$ cat src/rtl/load_store_unit.sv
// Load/store unit: one request in flight, req/gnt/rvalid memory port, lane placement and load extension.
// Optional transaction timeout is compiled in with LSU_TIMEOUT_EN.

module lsu_lane #(
    parameter int DATA_WIDTH = 32,
    parameter int LSB        = 2,
    parameter int LANE       = 0
) (
    input  logic [LSB-1:0]        off_i,
    input  logic [1:0]            size_i,
    input  logic [DATA_WIDTH-1:0] wdata_i,
    output logic                  be_o,
    output logic [7:0]            byte_o
);
    logic [3:0] nbytes;
    logic [4:0] lane_c, lo, hi;
    logic [2:0] sel;

    assign nbytes = 4'd1 << size_i;
    assign lane_c = 5'(LANE);
    assign lo     = 5'(off_i);
    assign hi     = 5'(off_i) + 5'(nbytes);
    assign be_o   = (lane_c >= lo) && (lane_c < hi);
    // Replication: lane LANE carries datum byte (LANE mod access size).
    assign sel    = 3'(LANE) & 3'(nbytes - 4'd1);
    assign byte_o = wdata_i[{sel, 3'b000} +: 8];
endmodule

module load_store_unit #(
    parameter int DATA_WIDTH     = 32,
    parameter int ADDR_WIDTH     = 32,
    parameter int TIMEOUT_CYCLES = 16,
    localparam int NB            = DATA_WIDTH / 8,
    localparam int LSB           = $clog2(NB)
) (
    input  logic                  clk_i,
    input  logic                  rst_ni,
    input  logic                  req_valid_i,
    output logic                  req_ready_o,
    input  logic                  store_i,
    input  logic [1:0]            size_i,
    input  logic                  unsigned_i,
    input  logic [ADDR_WIDTH-1:0] rs1_data_i,
    input  logic [ADDR_WIDTH-1:0] offset_i,
    input  logic [DATA_WIDTH-1:0] rs2_data_i,
    output logic                  mem_req_o,
    output logic                  mem_we_o,
    output logic [ADDR_WIDTH-1:0] mem_addr_o,
    output logic [NB-1:0]         mem_be_o,
    output logic [DATA_WIDTH-1:0] mem_wdata_o,
    input  logic                  mem_gnt_i,
    input  logic                  mem_rvalid_i,
    input  logic [DATA_WIDTH-1:0] mem_rdata_i,
    output logic                  rsp_valid_o,
    input  logic                  rsp_ready_i,
    output logic [DATA_WIDTH-1:0] rd_data_o,
    output logic [1:0]            err_code_o
);
    if (!(DATA_WIDTH == 32 || DATA_WIDTH == 64) || TIMEOUT_CYCLES < 1) begin : g_bad_cfg
        $error("load_store_unit: unsupported parameters");
    end

    typedef enum logic [1:0] {IDLE, ISSUE, WAIT, RESP} state_t;

    typedef struct packed {
        logic                  store;
        logic [1:0]            size;
        logic                  uns;
        logic [ADDR_WIDTH-1:0] ea;
        logic [DATA_WIDTH-1:0] wdata;
    } req_t;

    localparam logic [1:0] ERR_OK = 2'b00, ERR_MIS = 2'b01, ERR_TO = 2'b10, ERR_ILL = 2'b11;

    state_t                state_q, state_d;
    req_t                  req_q, req_d;
    logic [DATA_WIDTH-1:0] rd_q, rd_d;
    logic [1:0]            err_q, err_d;

`ifdef LSU_TIMEOUT_EN
    localparam int CW = $clog2(TIMEOUT_CYCLES + 1);
    logic [CW-1:0] cnt_q, cnt_d;
    logic          tmo;
    assign tmo = (cnt_q == CW'(TIMEOUT_CYCLES - 1));
`endif

    logic [ADDR_WIDTH-1:0] ea;
    logic                  illegal, misaligned, iss;
    assign ea         = rs1_data_i + offset_i;
    assign illegal    = (DATA_WIDTH == 32) && (size_i == 2'd3);
    assign misaligned = |(ea[2:0] & ~(3'b111 << size_i));

    logic [NB-1:0]       be_l;
    logic [NB-1:0][7:0]  wbytes;
    for (genvar i = 0; i < NB; i++) begin : g_lane
        lsu_lane #(.DATA_WIDTH(DATA_WIDTH), .LSB(LSB), .LANE(i)) u_lane (
            .off_i  (req_q.ea[LSB-1:0]),
            .size_i (req_q.size),
            .wdata_i(req_q.wdata),
            .be_o   (be_l[i]),
            .byte_o (wbytes[i])
        );
    end

    // Load extraction: align the addressed bytes to bit 0, then mask and extend.
    logic [DATA_WIDTH-1:0] sh, mask, ext;
    logic [6:0]            nbits;
    logic                  sgn;
    always_comb begin
        sh    = mem_rdata_i >> {req_q.ea[LSB-1:0], 3'b000};
        nbits = 7'd8 << req_q.size;
        mask  = ~({DATA_WIDTH{1'b1}} << nbits);
        case (req_q.size)
            2'd0:    sgn = sh[7];
            2'd1:    sgn = sh[15];
            2'd2:    sgn = sh[31];
            default: sgn = sh[DATA_WIDTH-1];
        endcase
        ext = (sh & mask) | ((sgn && !req_q.uns) ? ~mask : '0);
    end

    always_comb begin
        state_d = state_q;
        req_d   = req_q;
        rd_d    = rd_q;
        err_d   = err_q;
`ifdef LSU_TIMEOUT_EN
        cnt_d   = cnt_q;
`endif
        case (state_q)
            IDLE: if (req_valid_i) begin
                req_d = '{store: store_i, size: size_i, uns: unsigned_i, ea: ea, wdata: rs2_data_i};
                rd_d  = '0;
                err_d = ERR_OK;
`ifdef LSU_TIMEOUT_EN
                cnt_d = '0;
`endif
                if (illegal) begin
                    err_d   = ERR_ILL;
                    state_d = RESP;
                end else if (misaligned) begin
                    err_d   = ERR_MIS;
                    state_d = RESP;
                end else begin
                    state_d = ISSUE;
                end
            end
            ISSUE: begin
`ifdef LSU_TIMEOUT_EN
                cnt_d = cnt_q + 1'b1;
`endif
                if (mem_gnt_i) begin
                    state_d = req_q.store ? RESP : WAIT;
                end
`ifdef LSU_TIMEOUT_EN
                else if (tmo) begin
                    err_d   = ERR_TO;
                    state_d = RESP;
                end
`endif
            end
            WAIT: begin
`ifdef LSU_TIMEOUT_EN
                cnt_d = cnt_q + 1'b1;
`endif
                if (mem_rvalid_i) begin
                    rd_d    = ext;
                    state_d = RESP;
                end
`ifdef LSU_TIMEOUT_EN
                else if (tmo) begin
                    err_d   = ERR_TO;
                    rd_d    = '0;
                    state_d = RESP;
                end
`endif
            end
            RESP: if (rsp_ready_i) state_d = IDLE;
            default: state_d = IDLE;
        endcase
    end

    always_ff @(posedge clk_i) begin
        if (!rst_ni) begin
            state_q <= IDLE;
            req_q   <= '0;
            rd_q    <= '0;
            err_q   <= ERR_OK;
`ifdef LSU_TIMEOUT_EN
            cnt_q   <= '0;
`endif
        end else begin
            state_q <= state_d;
            req_q   <= req_d;
            rd_q    <= rd_d;
            err_q   <= err_d;
`ifdef LSU_TIMEOUT_EN
            cnt_q   <= cnt_d;
`endif
        end
    end

    assign iss         = (state_q == ISSUE);
    assign req_ready_o = rst_ni && (state_q == IDLE);
    assign mem_req_o   = iss;
    assign mem_we_o    = iss && req_q.store;
    assign mem_addr_o  = iss ? {req_q.ea[ADDR_WIDTH-1:LSB], {LSB{1'b0}}} : '0;
    assign mem_be_o    = iss ? be_l : '0;
    assign mem_wdata_o = iss ? wbytes : '0;
    assign rsp_valid_o = (state_q == RESP);
    assign rd_data_o   = rd_q;
    assign err_code_o  = err_q;
endmodule
$ cat config.mk
export PLATFORM = sky130hd
export DESIGN_NAME = load_store_unit
export DESIGN_NICKNAME = d
export VERILOG_FILES = /design/src/rtl/load_store_unit.sv
export SDC_FILE = /design/constraint.sdc
export NUM_CORES = 1
export LEC_CHECK = 0
export BUFFER_PORTS_ARGS = -buffer_cell sky130_fd_sc_hd__buf_2
export CAP_MARGIN = 10
export CORE_AREA = 2 2 129 131
export DETAILED_ROUTE_END_ITERATION = 10
export DIE_AREA = 0 0 131 133
export PLACE_DENSITY = 0.8
export SYNTH_ARGS = -nofsm -noshare
export SYNTH_HDL_FRONTEND = slang
export SYNTH_HIERARCHICAL = 1
export SYNTH_SLANG_ARGS = --single-unit
export TNS_END_PERCENT = 20
$ cat constraint.sdc
create_clock -name clk_i -period 2.4 [get_ports clk_i]
set_input_delay 0.24 -clock clk_i [delete_from_list [all_inputs] [get_ports clk_i]]
set_output_delay 0.24 -clock clk_i [all_outputs]
set_load 0.005 [all_outputs]
==> metrics list, run 1 <==
* Number of nets at the end of the flow: about 1,300
- The via count of the first global-routing pass is between 6,000 and 7,000.
- Dpl ws: -256 ps
- Data required time of the critical path: 2160 ps
- FFs w/ async S/R, synth: 0%
* Failing checks: setup timing
* Vias: about 7,500
- Summed over all cells, the static leakage comes to 4.23 nW.
- RSZ-0062 raised after global routing: true
- By instance count, the cell type seen most on the critical path is sky130_fd_sc_hd__nor2b_2.
- The signal on the critical path passes through buf_4 -> nor2b_2 -> inv_1 -> fa_1 -> nor2b_2 -> a21oi_2 -> a221oi_2 -> and2_1 -> buf_2.
- The post-route netlist has between 20 and 30% of its cells at a drive strength greater than 1.
- The first routing iteration left roughly 530 violations.
- The H-tree was split into 3 levels.
- Pwr per Cell Area: between 800 and 900 nW/um2
* Portion of the clock cycle consumed by the worst path in the final layout: 104%
- Most frequent standard cell in the layout excluding fill and tap cells: sky130_fd_sc_hd__buf_2
* Part of the total power dissipated in combinational logic: a little over two fifths
- Root Buffer: sky130_fd_sc_hd__clkbuf_16
* Diodes inserted: 0
- CTS hold repair buffers: 0
* Arrival time of data at the critical path endpoint: between 2000 and 2500 ps
- Pre-Repair DR Iteration Count: 5
- The worst setup path is launched from a flip-flop.
* Clock buffer depth: 2
* Stage delay of the slowest cell on the critical path: 450 ps
- For the finished layout, the period the worst path requires is 2490 ps.
- Initial antenna violation count: 0
- For the pin with the worst max-slew slack, the measured transition is roughly 560 ps.
- Across all register-to-register paths, the minimum setup slack is about 100 ps.
* First-pass GRT wire length: 33.4 mm
* Part of the power in the clock network: 25.0%
* Highest Clock Rate: between 0.4 and 0.5 GHz
* Count of buffers from port buffering: between 200 and 250
- Summed over all layers, the global routing overflow is 0.
* Worst min-delay path class: primary input to flip-flop
- IO Pins: between 200 and 250
* Setup crit end kind: output pin
- The mapped netlist covers 7080 um2.
- Post-Synthesis Cells: about 930
- Post-synthesis to final-layout area growth: 27.7%
- Synth top area share: between 20% and 30%
- At the later pin of the worst-skew pair, clock insertion delay measures about 350 ps.
- VDD sags by at most 0.000368 V.
* Status: complete, but fails checks
- Setup tns final: -130 ps
- In this run, flip-flops and latches consume 31.8% of the power.
- Entering global routing, the biggest net connects 63 pins.
- Counting the buffers created by CTS gives 9.
* Dominant register cell in the synthesized netlist: sky130_fd_sc_hd__dfxtp_1
- Average cell area after synthesis: between 7 and 8 um2
* Mean number of vias per cell: around 5.4
* Biggest area contributors in the synthesized netlist: sky130_fd_sc_hd__dfxtp_1, sky130_fd_sc_hd__nand2_1, sky130_fd_sc_hd__ha_1
- The tool flagged a number of max-cap violations equal to 0.
- After floorplanning, the core was divided into 47 placement rows.
- The largest total area in the synthesized netlist belongs to sky130_fd_sc_hd__dfxtp_1.
- The die covers about 17,000 um2.
- Clock-pin slew on the worst setup and hold paths: roughly 70 ps
* Rel. slew slack: between 60% and 70%
* EDFF count, synth: 0
* Worst hold slack: 122 ps
- Commonest cells after routing, fill and taps aside: sky130_fd_sc_hd__buf_2, sky130_fd_sc_hd__nand2_1, sky130_fd_sc_hd__dfxtp_1
- Final Hold Violating Endpoints: 0
- After synthesis the netlist holds a flip-flop and latch count of ~100.
- Critical-path maximum fanout: 5
* Routed length per instance: ~15 um
* TritonCTS clock tree: built
* Register area share after synthesis: around 30%
- Vertical die dimension: ~130 um
- Layout Skew: 10.1 ps
* Clock Sink Count: 104
- Yosys printed 6 warnings.
- By startpoint and endpoint, the worst setup path is classified as flip-flop to output pin.
- The analysis attributes to net switching a power of roughly 0.0028 W.
- Among all stages on the critical path, the largest delay is contributed by sky130_fd_sc_hd__fa_1.
* Core Area: roughly 16,000 um2
* Overall power of the completed layout: roughly 0.0073 W
- Drt drc: 0
- Starting utilization of the core area: 43.8%
- Cell-internal power: 0.00454 W
- Global placer's final weighted congestion: roughly 0.9
* Distinct cell type count of the synthesized netlist: 70
- Cell area after placement: between 8000 and 9000 um2
- Summed over all layers, the routed wires come to around 21 mm.
- The detail route stage leaves a number of antenna-violating nets equal to 0.
* Detail Placement HPWL: ~16 mm
- After routing the design area is 9030 um2.
- Setup violations remaining at the end of the flow were counted as 2.
* Count of final max-slew check failures: 0
* Die Wd: approximately 130 um
- Counting the fill cells in the layout gives about 1,500.
- Switching part of the total power: between 30 and 40%
* Total global routing track utilization: 23.6%
* Final critical-path setup slack: -94.2 ps
[flip-flops by register name, indices dropped and copies added (netlist names)]
name and cells:
state_q 2, rd_data_o 32, req_q 68, err_code_o 2
[layer usage]
layer	track usage, %	wire length (um)
met5	0	0
met4	8.57	543
met3	3.56	1350
met2	39.7	10300
met1	30.5	9010
[power groups by stage]
stage	Sequential [W]	Combinational [W]	Clock, W
after floorplan	0.00229	0.00209	0
after global placement	0.00233	0.00301	0
after detailed placement	0.00235	0.00307	0
after CTS	0.00231	0.00309	0.00185
after global routing	0.00237	0.00349	0.00192
final	0.00233	0.00316	0.00183
[cell usage after synthesis (8+ instances only)]
cell type / number
sky130_fd_sc_hd__ha_1: 40
sky130_fd_sc_hd__buf_1: 8
sky130_fd_sc_hd__a21oi_1: 96
sky130_fd_sc_hd__a21o_1: 13
sky130_fd_sc_hd__xnor2_1: 15
sky130_fd_sc_hd__o21ai_1: 12
sky130_fd_sc_hd__clkbuf_1: 42
sky130_fd_sc_hd__mux2_2: 11
sky130_fd_sc_hd__o21ai_0: 41
sky130_fd_sc_hd__a22oi_1: 24
sky130_fd_sc_hd__mux2i_1: 34
sky130_fd_sc_hd__and2_1: 72
sky130_fd_sc_hd__nand3_1: 13
sky130_fd_sc_hd__inv_1: 20
sky130_fd_sc_hd__nand2_1: 173
sky130_fd_sc_hd__dfxtp_1: 104
sky130_fd_sc_hd__buf_4: 11
sky130_fd_sc_hd__nor2_1: 63
[path summary, 6_finish.rpt]
kind,start,end,cells past startpoint
worst max-delay path,req_q[66]$_SDFFE_PN0P_,mem_be_o[2],9
worst min-delay path,rs2_data_i[2],req_q[2]$_SDFFE_PN0P_,3
worst max register to register,state_q[0]$_SDFFE_PN0P_,rd_data_o[15]$_SDFFE_PN0P_,7
worst min register to register,rd_data_o[15]$_SDFFE_PN0P_,rd_data_o[15]$_SDFFE_PN0P_,2
[critical path: cells and delay by family (launching register included)]
family	cells	cell delay (ps)
buffers and inverters	3	310
AND/OR/NAND/NOR	3	470
adder cells (fa/ha/maj)	1	450
AO/OA/AOI/OAI	2	310
flip-flops	1	370
[metrics by stage]
step	instances	util, %
after floorplan	926	-
after global placement	1363	53.1
after detailed placement	1363	53.1
after CTS	1379	55.5
after global routing	1381	55.9
final	1381	55.9
[what timing repair did]
action | in CTS | in global routing
gates resized for setup | 7 | 8
pin swaps | 2 | 5
endpoints found under the hold margin | 0 | 0
setup buffers | 0 | 2
setup endpoints to repair | 2 | 9
[kinds of logic (layout without fill, tap and decap cells)]
logic type	count (synthesis)	count (layout)	synth area share, %
other	1	2	0.0530
AO/OA/AOI/OAI	244	244	21.5
flip-flops	104	104	29.4
adder cells (fa/ha/maj)	43	43	7.92
multiplexers	52	52	8.04
buffers and inverters	88	323	5.62
AND/OR/NAND/NOR	371	371	24.7
XOR/XNOR	22	22	2.72
[layout make-up]
type	count	area (um2)	area share, %
inverter	21	78.8	0.873
clock buffer	10	229	2.53
sequential	104	2090	23.1
clock inverter	6	138	1.52
tap	220	275	3.05
timing repair buffer	286	1560	17.3
multi-input combinational	734	4660	51.6
Power figures use the tool's default switching activity.
==> run 2: changes to the inputs <==
- CORE_AREA: 2 2 129 131 -> 2 2 166 168
- DIE_AREA: 0 0 131 133 -> 0 0 168 170
- PLACE_DENSITY: 0.8 -> 0.52
- SYNTH_HIERARCHICAL: 1 -> default
==> run 2 against run 1 <==
The run now ends clean. Hold slack is essentially flat. Largest power group unchanged. Global-route usage decreased by 6.0 points. Clock skew down 0.64 ps. Highest routed layer is now met5. Clock-buffer cell count unchanged. Die area rose by 64%. Setup slack improved by 180 ps. Combinational power up 2%.
==> metrics list, run 2 <==
- Status: finished, final reports clean (was complete, but fails checks).
- The area of the placeable core is 26,700 um2 (was 16,200 um2).
- The cell count after placement was 1,504 (was 1,363).
* Finish-stage setup viols: 0 (was 2)
* Number of flip-flops under the largest register name: 68 (unchanged)
- Clock-pin slew on the worst setup and hold paths: 80 ps (was 70 ps)
* Vertical die dimension: 170 um (was 133 um)
- The data arrival time of the worst path came to 2070 ps (was 2250 ps).
* Power dissipated by switching net loads: 0.00290 W (was 0.00278 W)
- Flops & latches, synth: 104 (unchanged)
- Mean number of vias per cell: 4.76 (was 5.41)
- Layout Skew: 9.44 ps (was 10.1 ps)
- The portion of the clock cycle consumed by the worst path in the final layout came to 96.4% (was 104%).
- The maximum VDD drop is 0.000317 V (was 0.000368 V).
- The slew of the pin with the lowest slew margin was 570 ps (was 562 ps).
* CTS hold repair buffers: 0 (unchanged)
- Top cells by count, synth: sky130_fd_sc_hd__nand2_1, sky130_fd_sc_hd__a21oi_1, sky130_fd_sc_hd__dfxtp_1 (was sky130_fd_sc_hd__nand2_1, sky130_fd_sc_hd__dfxtp_1, sky130_fd_sc_hd__a21oi_1)
* Starting utilization of the core area: 24.8% (was 43.8%)
- The met1 demand-to-capacity share in global routing came to 23.0% (was 30.5%).
- Biggest area contributors in the synthesized netlist: sky130_fd_sc_hd__dfxtp_1, sky130_fd_sc_hd__nand2_1, sky130_fd_sc_hd__a21oi_1 (was sky130_fd_sc_hd__dfxtp_1, sky130_fd_sc_hd__nand2_1, sky130_fd_sc_hd__ha_1)
- The number of remaining DRC errors came to 0 (unchanged).
- Rel. slew slack: 61.9% (was 62.5%)
- The total area of sequential cells came to 2090 um2 (unchanged).
- Share of power burned in registers: 33.1% (was 31.8%)
- Vias: 7,272 (was 7,471)
* Routed length per instance: 16.7 um (was 15.4 um)
- The global-route total usage across every layer is 17.6% (was 23.6%).
* Synth top area share: 31.4% (was 29.4%)
* Finished Layout Cells: 1,527 (was 1,381)
- The switching portion of total power is 41.3% (was 38.0%).
- The critical path data required time was 2160 ps (about the same).
- Highest Clock Rate: 0.432 GHz (was 0.401 GHz)
- The minimum period implied by the final worst setup slack came to 2310 ps (was 2490 ps).
- The footprint of the multi-input gates is 4270 um2 (was 4660 um2).
- The power density relative to cell area is 778 nW/um2 (was 810 nW/um2).
- Root Buffer: sky130_fd_sc_hd__clkbuf_16 (unchanged)
- The source-to-sink clock delay at the later pin of the worst-skew pair came to 350 ps (about the same).
- Residual antenna-violating net count after detailed routing: 0 (unchanged)
* Part of the power in the clock network: 21.2% (was 25.0%)
- The via count of the first global-routing pass was 7,215 (was 6,895).
* Max-capacitance violation count: 0 (unchanged)
* First-pass GRT wire length: 39.9 mm (was 33.4 mm)
- The clock tree from TritonCTS is built (unchanged).
- Clock buffer depth: 2 (unchanged)
- LEAKAGE: 4.18 nW (was 4.23 nW)
- The wire length reported by the detailed router was 25.4 mm (was 21.2 mm).
- The top-level port count was 244 (unchanged).
- Nature of the critical path startpoint: flip-flop (unchanged)
- Detail Placement HPWL: 19.6 mm (was 15.8 mm)
- The slack of the worst reg-to-reg path came to 290 ps (was 100 ps).
- Final Hold Violating Endpoints: 0 (unchanged)
* Worst min-delay path class: primary input to flip-flop (unchanged)
- Peak-usage layer in the global routing report: met2 (unchanged)
* Grt met3 use: 3.93% (was 3.56%)
- Die Wd: 168 um (was 131 um)
- Number of H-tree levels: 3 (unchanged)
* RSZ-0062 raised after global routing: false (was true)
- The share of synthesized registers carrying an async set or reset was 0% (unchanged).
- Part of the total power dissipated in combinational logic: 45.8% (was 43.1%)
* Post-synthesis to final-layout area growth: 36.4% (was 27.7%)
* Cell-internal power: 0.00413 W (was 0.00454 W)
* Commonest cells after routing, fill and taps aside: sky130_fd_sc_hd__buf_2, sky130_fd_sc_hd__nand2_1, sky130_fd_sc_hd__a21oi_1 (was sky130_fd_sc_hd__buf_2, sky130_fd_sc_hd__nand2_1, sky130_fd_sc_hd__dfxtp_1)
* Cell accounting for the most synthesized area: sky130_fd_sc_hd__dfxtp_1 (unchanged)
- Setup crit end kind: output pin (unchanged)
- The number of detailed-route iterations in the first pass was 6 (was 5).
* Filler instances: 2,910 (was 1,518)
* Average cell area after synthesis: 7.37 um2 (was 7.65 um2)
* Post-Synthesis Cell Area: 6620 um2 (was 7080 um2)
- Clock Sink Count: 104 (unchanged)
* Die Outline Area: 28,600 um2 (was 17,400 um2)
- The library cell with the highest instance count after synthesis was sky130_fd_sc_hd__nand2_1 (unchanged).
- The number of antenna violations at the first check in global routing came to 6 (was 0).
- Ratio of cells with drive above 1 in the final layout: 30.8% (was 30.0%)
- Distinct cell type count of the synthesized netlist: 60 (was 70)
* EDFF count, synth: 0 (unchanged)
- The number of port buffers was 241 (unchanged).
- M2 GR Usage: 30.0% (was 39.7%)
- Most frequent standard cell in the layout excluding fill and tap cells: sky130_fd_sc_hd__buf_2 (unchanged)
- # rows: 60 (was 47)
- Register name with the most flops: req_q (unchanged)
- Register area share after synthesis: 31.4% (was 29.4%)
- The total number of nets in the final design came to 1,355 (was 1,337).
* Worst setup path class: flip-flop to output pin (unchanged)
* Critical-path maximum fanout: 4 (was 5)
- The final total power was 0.00702 W (was 0.00731 W).
- The number of warnings issued by yosys came to 0 (was 6).
- Post-Synthesis Cells: 899 (was 925)
* First DRT Iteration DRCs: 435 (was 527)
- The final weighted congestion of routability-driven global placement is 0.913 (was 0.878).
* Dominant register cell in the synthesized netlist: sky130_fd_sc_hd__dfxtp_1 (unchanged)
- The pin count of the biggest net entering global routing is 73 (was 63).
* Count of final max-slew check failures: 0 (unchanged)
- Number of buffers created by CTS: 9 (unchanged)
* GR Overflow Total: 0 (unchanged)
## run 2: final cells by class
class	count	share of cell area (%)
multi-input cells	717	47.3
flip-flops and latches	104	23.2
repair buffers	327	20.8
well taps	341	4.72
clock buffers	10	2.65
inverters	19	0.790
clock inverters	6	0.526
diodes	3	0.0831
## run 2: kinds of logic after synthesis
kind of cell | after synthesis | synth area share, %
simple gates | 359 | 24.0
fa+ha+maj | 39 | 7.48
other cells | 1 | 0.0566
xor+xnor | 26 | 3.44
compound gates | 258 | 24.0
mux | 33 | 4.99
buf+inv | 79 | 4.63
flops | 104 | 31.4
## run 2: worst paths after layout
| path | start | cells after the start | to |
|---|---|---|---|
| worst max-delay path | req_q[65]$_SDFFE_PN0P_ | 8 | mem_be_o[0] |
| worst min register to register | req_q[59]$_SDFFE_PN0P_ | 2 | req_q[59]$_SDFFE_PN0P_ |
| worst max register to register | state_q[0]$_SDFFE_PN0P_ | 7 | rd_data_o[15]$_SDFFE_PN0P_ |
| worst min-delay path | rs2_data_i[22] | 3 | req_q[22]$_SDFFE_PN0P_ |
## run 2: per-layer routing
| layer | vias up | part of all wire [%] | wire [um] |
|---|---|---|---|
| met1 | 3341 | 47 | 12000 |
| li1 | 3672 | - | - |
| met2 | 231 | 46 | 11800 |
| met5 | - | 0.15 | 38 |
| met3 | 22 | 5.6 | 1430 |
| met4 | 6 | 0.72 | 182 |
## run 2: power by group through the flow
stage	Clock [W]	Sequential (W)	Combinational, W
global route	0.00161	0.00237	0.00360
floorplan	0	0.00227	0.00196
finish	0.00149	0.00232	0.00322
global placement	0	0.00236	0.00319
detailed placement	0	0.00237	0.00320
CTS	0.00154	0.00233	0.00324
## run 2: through the flow
| stage | hold slack (ps) | cell area [um2] | TNS, ps | utilization (%) | setup WS (ps) |
|---|---|---|---|---|---|
| floorplan | 376 | 6640 | -54.8 | - | -54.8 |
| global placement | 432 | 8680 | -782 | 32.6 | -179 |
| detailed placement | 439 | 8680 | -1070 | 32.6 | -213 |
| CTS | 100 | 9010 | 0 | 33.8 | 7.19 |
| global route | 98.0 | 9020 | 0 | 33.9 | 1.94 |
| finish | 122 | 9030 | 0 | 33.9 | 85.3 |
## run 2: critical path, stage by stage, from the launching register on
cell and delay [ps]:
sky130_fd_sc_hd__dfxtp_4 370, sky130_fd_sc_hd__or2_1 130, sky130_fd_sc_hd__inv_2 40, sky130_fd_sc_hd__ha_1 170, sky130_fd_sc_hd__ha_1 210, sky130_fd_sc_hd__a211oi_2 190, sky130_fd_sc_hd__a31oi_2 90, sky130_fd_sc_hd__o311a_1 380
sky130_fd_sc_hd__buf_2 140
## run 2: timing repair
item                       in CTS  in global routing
setup buffers                   3                  1
pin swaps                       2                  1
setup endpoints to repair       2                  2
resized for setup               6                  2
==> run 3: changes to the inputs <==
- PLACE_DENSITY: 0.52 -> 0.51
- clock period: 2.4 -> 2.75 ns (I/O delays scaled with it)
==> run 3 against run 2 <==
Clock-buffer cell count shrank 1. Largest cell class unchanged. Largest power group unchanged. Final area is 5.0% lower. Sequential power down 12%.
==> metrics list, run 3 (same netlist as run 2, synthesis figures left out) <==
- Status: finished, final reports clean (unchanged)
* Number of nets at the end of the flow: 1,304 (was 1,355)
- Post-synthesis to final-layout area growth: 29.5% (was 36.4%)
- The post-cts resize count came to 0 (was 6).
- The worst slew margin relative to its limit is 33.3% (was 61.9%).
- The count of final setup violators came to 0 (unchanged).
- The largest register by flop count is req_q (unchanged).
- The wire length reported by the detailed router was 24.6 mm (was 25.4 mm).
- The kind of end point of the critical path is an output pin (unchanged).
* Cell type of the slowest stage on the worst timing path: sky130_fd_sc_hd__dfxtp_2 (was sky130_fd_sc_hd__o311a_1)
- Critical path startpoint: req_q[66]$_SDFFE_PN0P_ (was req_q[65]$_SDFFE_PN0P_)
* Clock buffer depth: 2 (unchanged)
- The HPWL after detailed placement was 18.7 mm (was 19.6 mm).
* Die Outline Area: 28,600 um2 (unchanged)
* Vertical die dimension: 170 um (unchanged)
- The total congestion overflow is 0 (unchanged).
- The power density relative to cell area is 691 nW/um2 (was 778 nW/um2).
- Mean number of vias per cell: 4.85 (was 4.76)
* Pre-Repair DR Iteration Count: 5 (was 6)
- Worst reg2reg path endpoint: req_q[50]$_SDFFE_PN0P_ (was rd_data_o[15]$_SDFFE_PN0P_)
- The fraction of layout instances using a drive strength above 1 was 26.9% (was 30.8%).
- Clock latency reported for the late side of the worst-skew pair: 350 ps (about the same)
* Cell area after placement: 8300 um2 (was 8680 um2)
* Final Hold Violating Endpoints: 0 (unchanged)
* Die Wd: 168 um (unchanged)
- Uppermost signal routing layer after detailed routing: met5 (unchanged)
- Max-capacitance violation count: 0 (unchanged)
- Time the final worst path needs with I/O delays and setup: approximately 2500 ps
* Wl on met1: 11.5 mm (was 12.0 mm)
- The final total power is 0.00593 W (was 0.00702 W).
- Arrival time of data at the critical path endpoint: 2230 ps (was 2070 ps)
- The remaining antenna violation count came to 0 (unchanged).
- The clock transition time at the flip-flop clock pins of the worst setup and hold paths is 80 ps (about the same).
- Crit path cell chain: or2_1 -> inv_2 -> ha_1 -> ha_1 -> a211oi_1 -> a31oi_1 -> o311a_1 -> buf_2 (was or2_1 -> inv_2 -> ha_1 -> ha_1 -> a211oi_2 -> a31oi_2 -> o311a_1 -> buf_2).
- LEAKAGE: 3.90 nW (was 4.18 nW)
* Drt drc: 0 (unchanged)
- First DRT Iteration DRCs: 440 (was 435)
* Buffers inserted during post-CTS setup optimization: 0 (was 3)
- The path type of the worst min-delay path was primary input to flip-flop (unchanged).
- The most common cell after layout, fill and taps aside is sky130_fd_sc_hd__buf_2 (unchanged).
- Number of buffers created by CTS: 9 (unchanged)
- Commonest cells after routing, fill and taps aside: sky130_fd_sc_hd__buf_2, sky130_fd_sc_hd__nand2_1, sky130_fd_sc_hd__a21oi_1 (unchanged)
* Detailed route wirelength on metal2: 11.0 mm (was 11.8 mm)
- Setup tns final: 0 ps (unchanged)
- Finished Layout Cells: 1,476 (was 1,527)
- The startpoint type of the worst setup path is a flip-flop (unchanged).
- The cell count of the worst reg-to-reg path was 7 (unchanged).
- The via count of the first global-routing pass was 6,961 (was 7,215).
* First-pass GRT wire length: 38.6 mm (was 39.9 mm)
* Routed length per instance: 16.7 um (about the same)
* Core Area: 26,700 um2 (unchanged)
- Highest Clock Rate: ~0.4 GHz
- The final weighted congestion of routability-driven global placement is 0.876 (was 0.913).
- The final setup skew is 10.0 ps (was 9.44 ps).
* Cell mode on critical path: sky130_fd_sc_hd__ha_1 (unchanged)
* Worst hold slack: 154 ps (was 122 ps)
- The total number of clock tree sinks was 104 (unchanged).
- The top-level port count came to 244 (unchanged).
- The initial cell density of the core is 24.8% (unchanged).
- RSZ-0062 raised after global routing: false (unchanged).
- The clock root buffer is sky130_fd_sc_hd__clkbuf_16 (unchanged).
* Filler instances: 2,979 (was 2,910)
- The number of H-tree levels was 3 (unchanged).
* CTS hold repair buffers: 0 (unchanged)
- The total number of vias was 7,156 (was 7,272).
- Met3 WL post-DR: 1.71 mm (was 1.43 mm)
- The pin count of the biggest net entering global routing was 85 (was 73).
* Slew at the pin with the worst max-slew slack: 1000 ps (was 570 ps)
- The family with the most delay on the worst path is compound AO/OA/AOI/OAI gates (unchanged).
- The number of antenna violations at the first check in global routing is 7 (was 6).
* CP bufs+invs: 2 (unchanged)
- TritonCTS clock tree: built (unchanged)
- The number of max-slew violations in the final report was 0 (unchanged).
- The post-layout instance area was 8580 um2 (was 9030 um2).
* Critical-path maximum fanout: 17 (was 4)
- Inst Count DP: 1,457 (was 1,504)
- Timing endpoint of the critical path: mem_be_o[0] (unchanged)
- Count of buffers from port buffering: 241 (unchanged)
- Number of flip-flops under the largest register name: 68 (unchanged)
- The maximum VDD drop was 0.000314 V (was 0.000317 V).
- Total global routing track utilization: 17.0% (was 17.6%)
* # rows: 60 (unchanged)
- The worst path uses around 91% of the clock period.
* Critical path depth: 8 (unchanged)
- Setup slack of the worst register-to-register path: 570 ps (was 290 ps)
- Data required time of the critical path: 2480 ps (was 2160 ps)
* Start of the worst register-to-register path: state_q[0]$_SDFFE_PN0P_ (unchanged)
- The maximum cell stage delay along the critical path is 520 ps (was 380 ps).
- Worst setup path class: flip-flop to output pin (unchanged)
-- run 3: final cells by class --
class | instances | area (um2) | area share, %
Inverter | 19 | 72.6 | 0.846
Tap cell | 341 | 427 | 4.97
Multi-Input combinational cell | 717 | 4250 | 49.5
Sequential cell | 104 | 2080 | 24.3
Clock buffer | 9 | 225 | 2.63
Clock inverter | 6 | 45.0 | 0.525
Timing Repair Buffer | 276 | 1470 | 17.1
Antenna cell | 4 | 10.0 | 0.117
-- run 3: power breakdown --
group	switching, W	internal [W]
Sequential	0.000224	0.00181
Clock	0.000637	0.000616
Combinational	0.00163	0.00101
Total	0.00249	0.00343
-- run 3: worst reg2reg max path, delay by kind of cell (launching register included) --
kind / cells / cell delay, ps
buffers and inverters: 2 / 410
adders and majority gates: 1 / 300
AOI/OAI and AO/OA: 1 / 60
and+or+nand+nor: 3 / 920
DFF: 1 / 420
-- run 3: how the worst min path moves through the flow --
stage | slack, ps | end | depth (start not counted) | start
floorplan | 410 | req_q[64]$_SDFFE_PN0P_ | 2 | unsigned_i
global placement | 430 | req_q[50]$_SDFFE_PN0P_ | 2 | req_q[50]$_SDFFE_PN0P_
detailed placement | 440 | req_q[51]$_SDFFE_PN0P_ | 2 | req_q[51]$_SDFFE_PN0P_
CTS | 140 | req_q[18]$_SDFFE_PN0P_ | 3 | rs2_data_i[18]
global route | 140 | req_q[22]$_SDFFE_PN0P_ | 3 | rs2_data_i[22]
finish | 150 | req_q[64]$_SDFFE_PN0P_ | 3 | unsigned_i
-- run 3: routing by layer --
metal	global-route usage, %	up-vias
li1	-	3577
met5	0	-
met2	27.8	247
met4	3.48	4
met3	4.09	26
met1	22.8	3302
-- run 3: through the flow --
step	util [%]	setup WS, ps
2_1_floorplan	-	219
3_3_place_gp	31.1	12.2
3_5_place_dp	31.1	-6.50
4_1_cts	32.1	216
5_1_grt	32.1	105
6_report	32.2	249
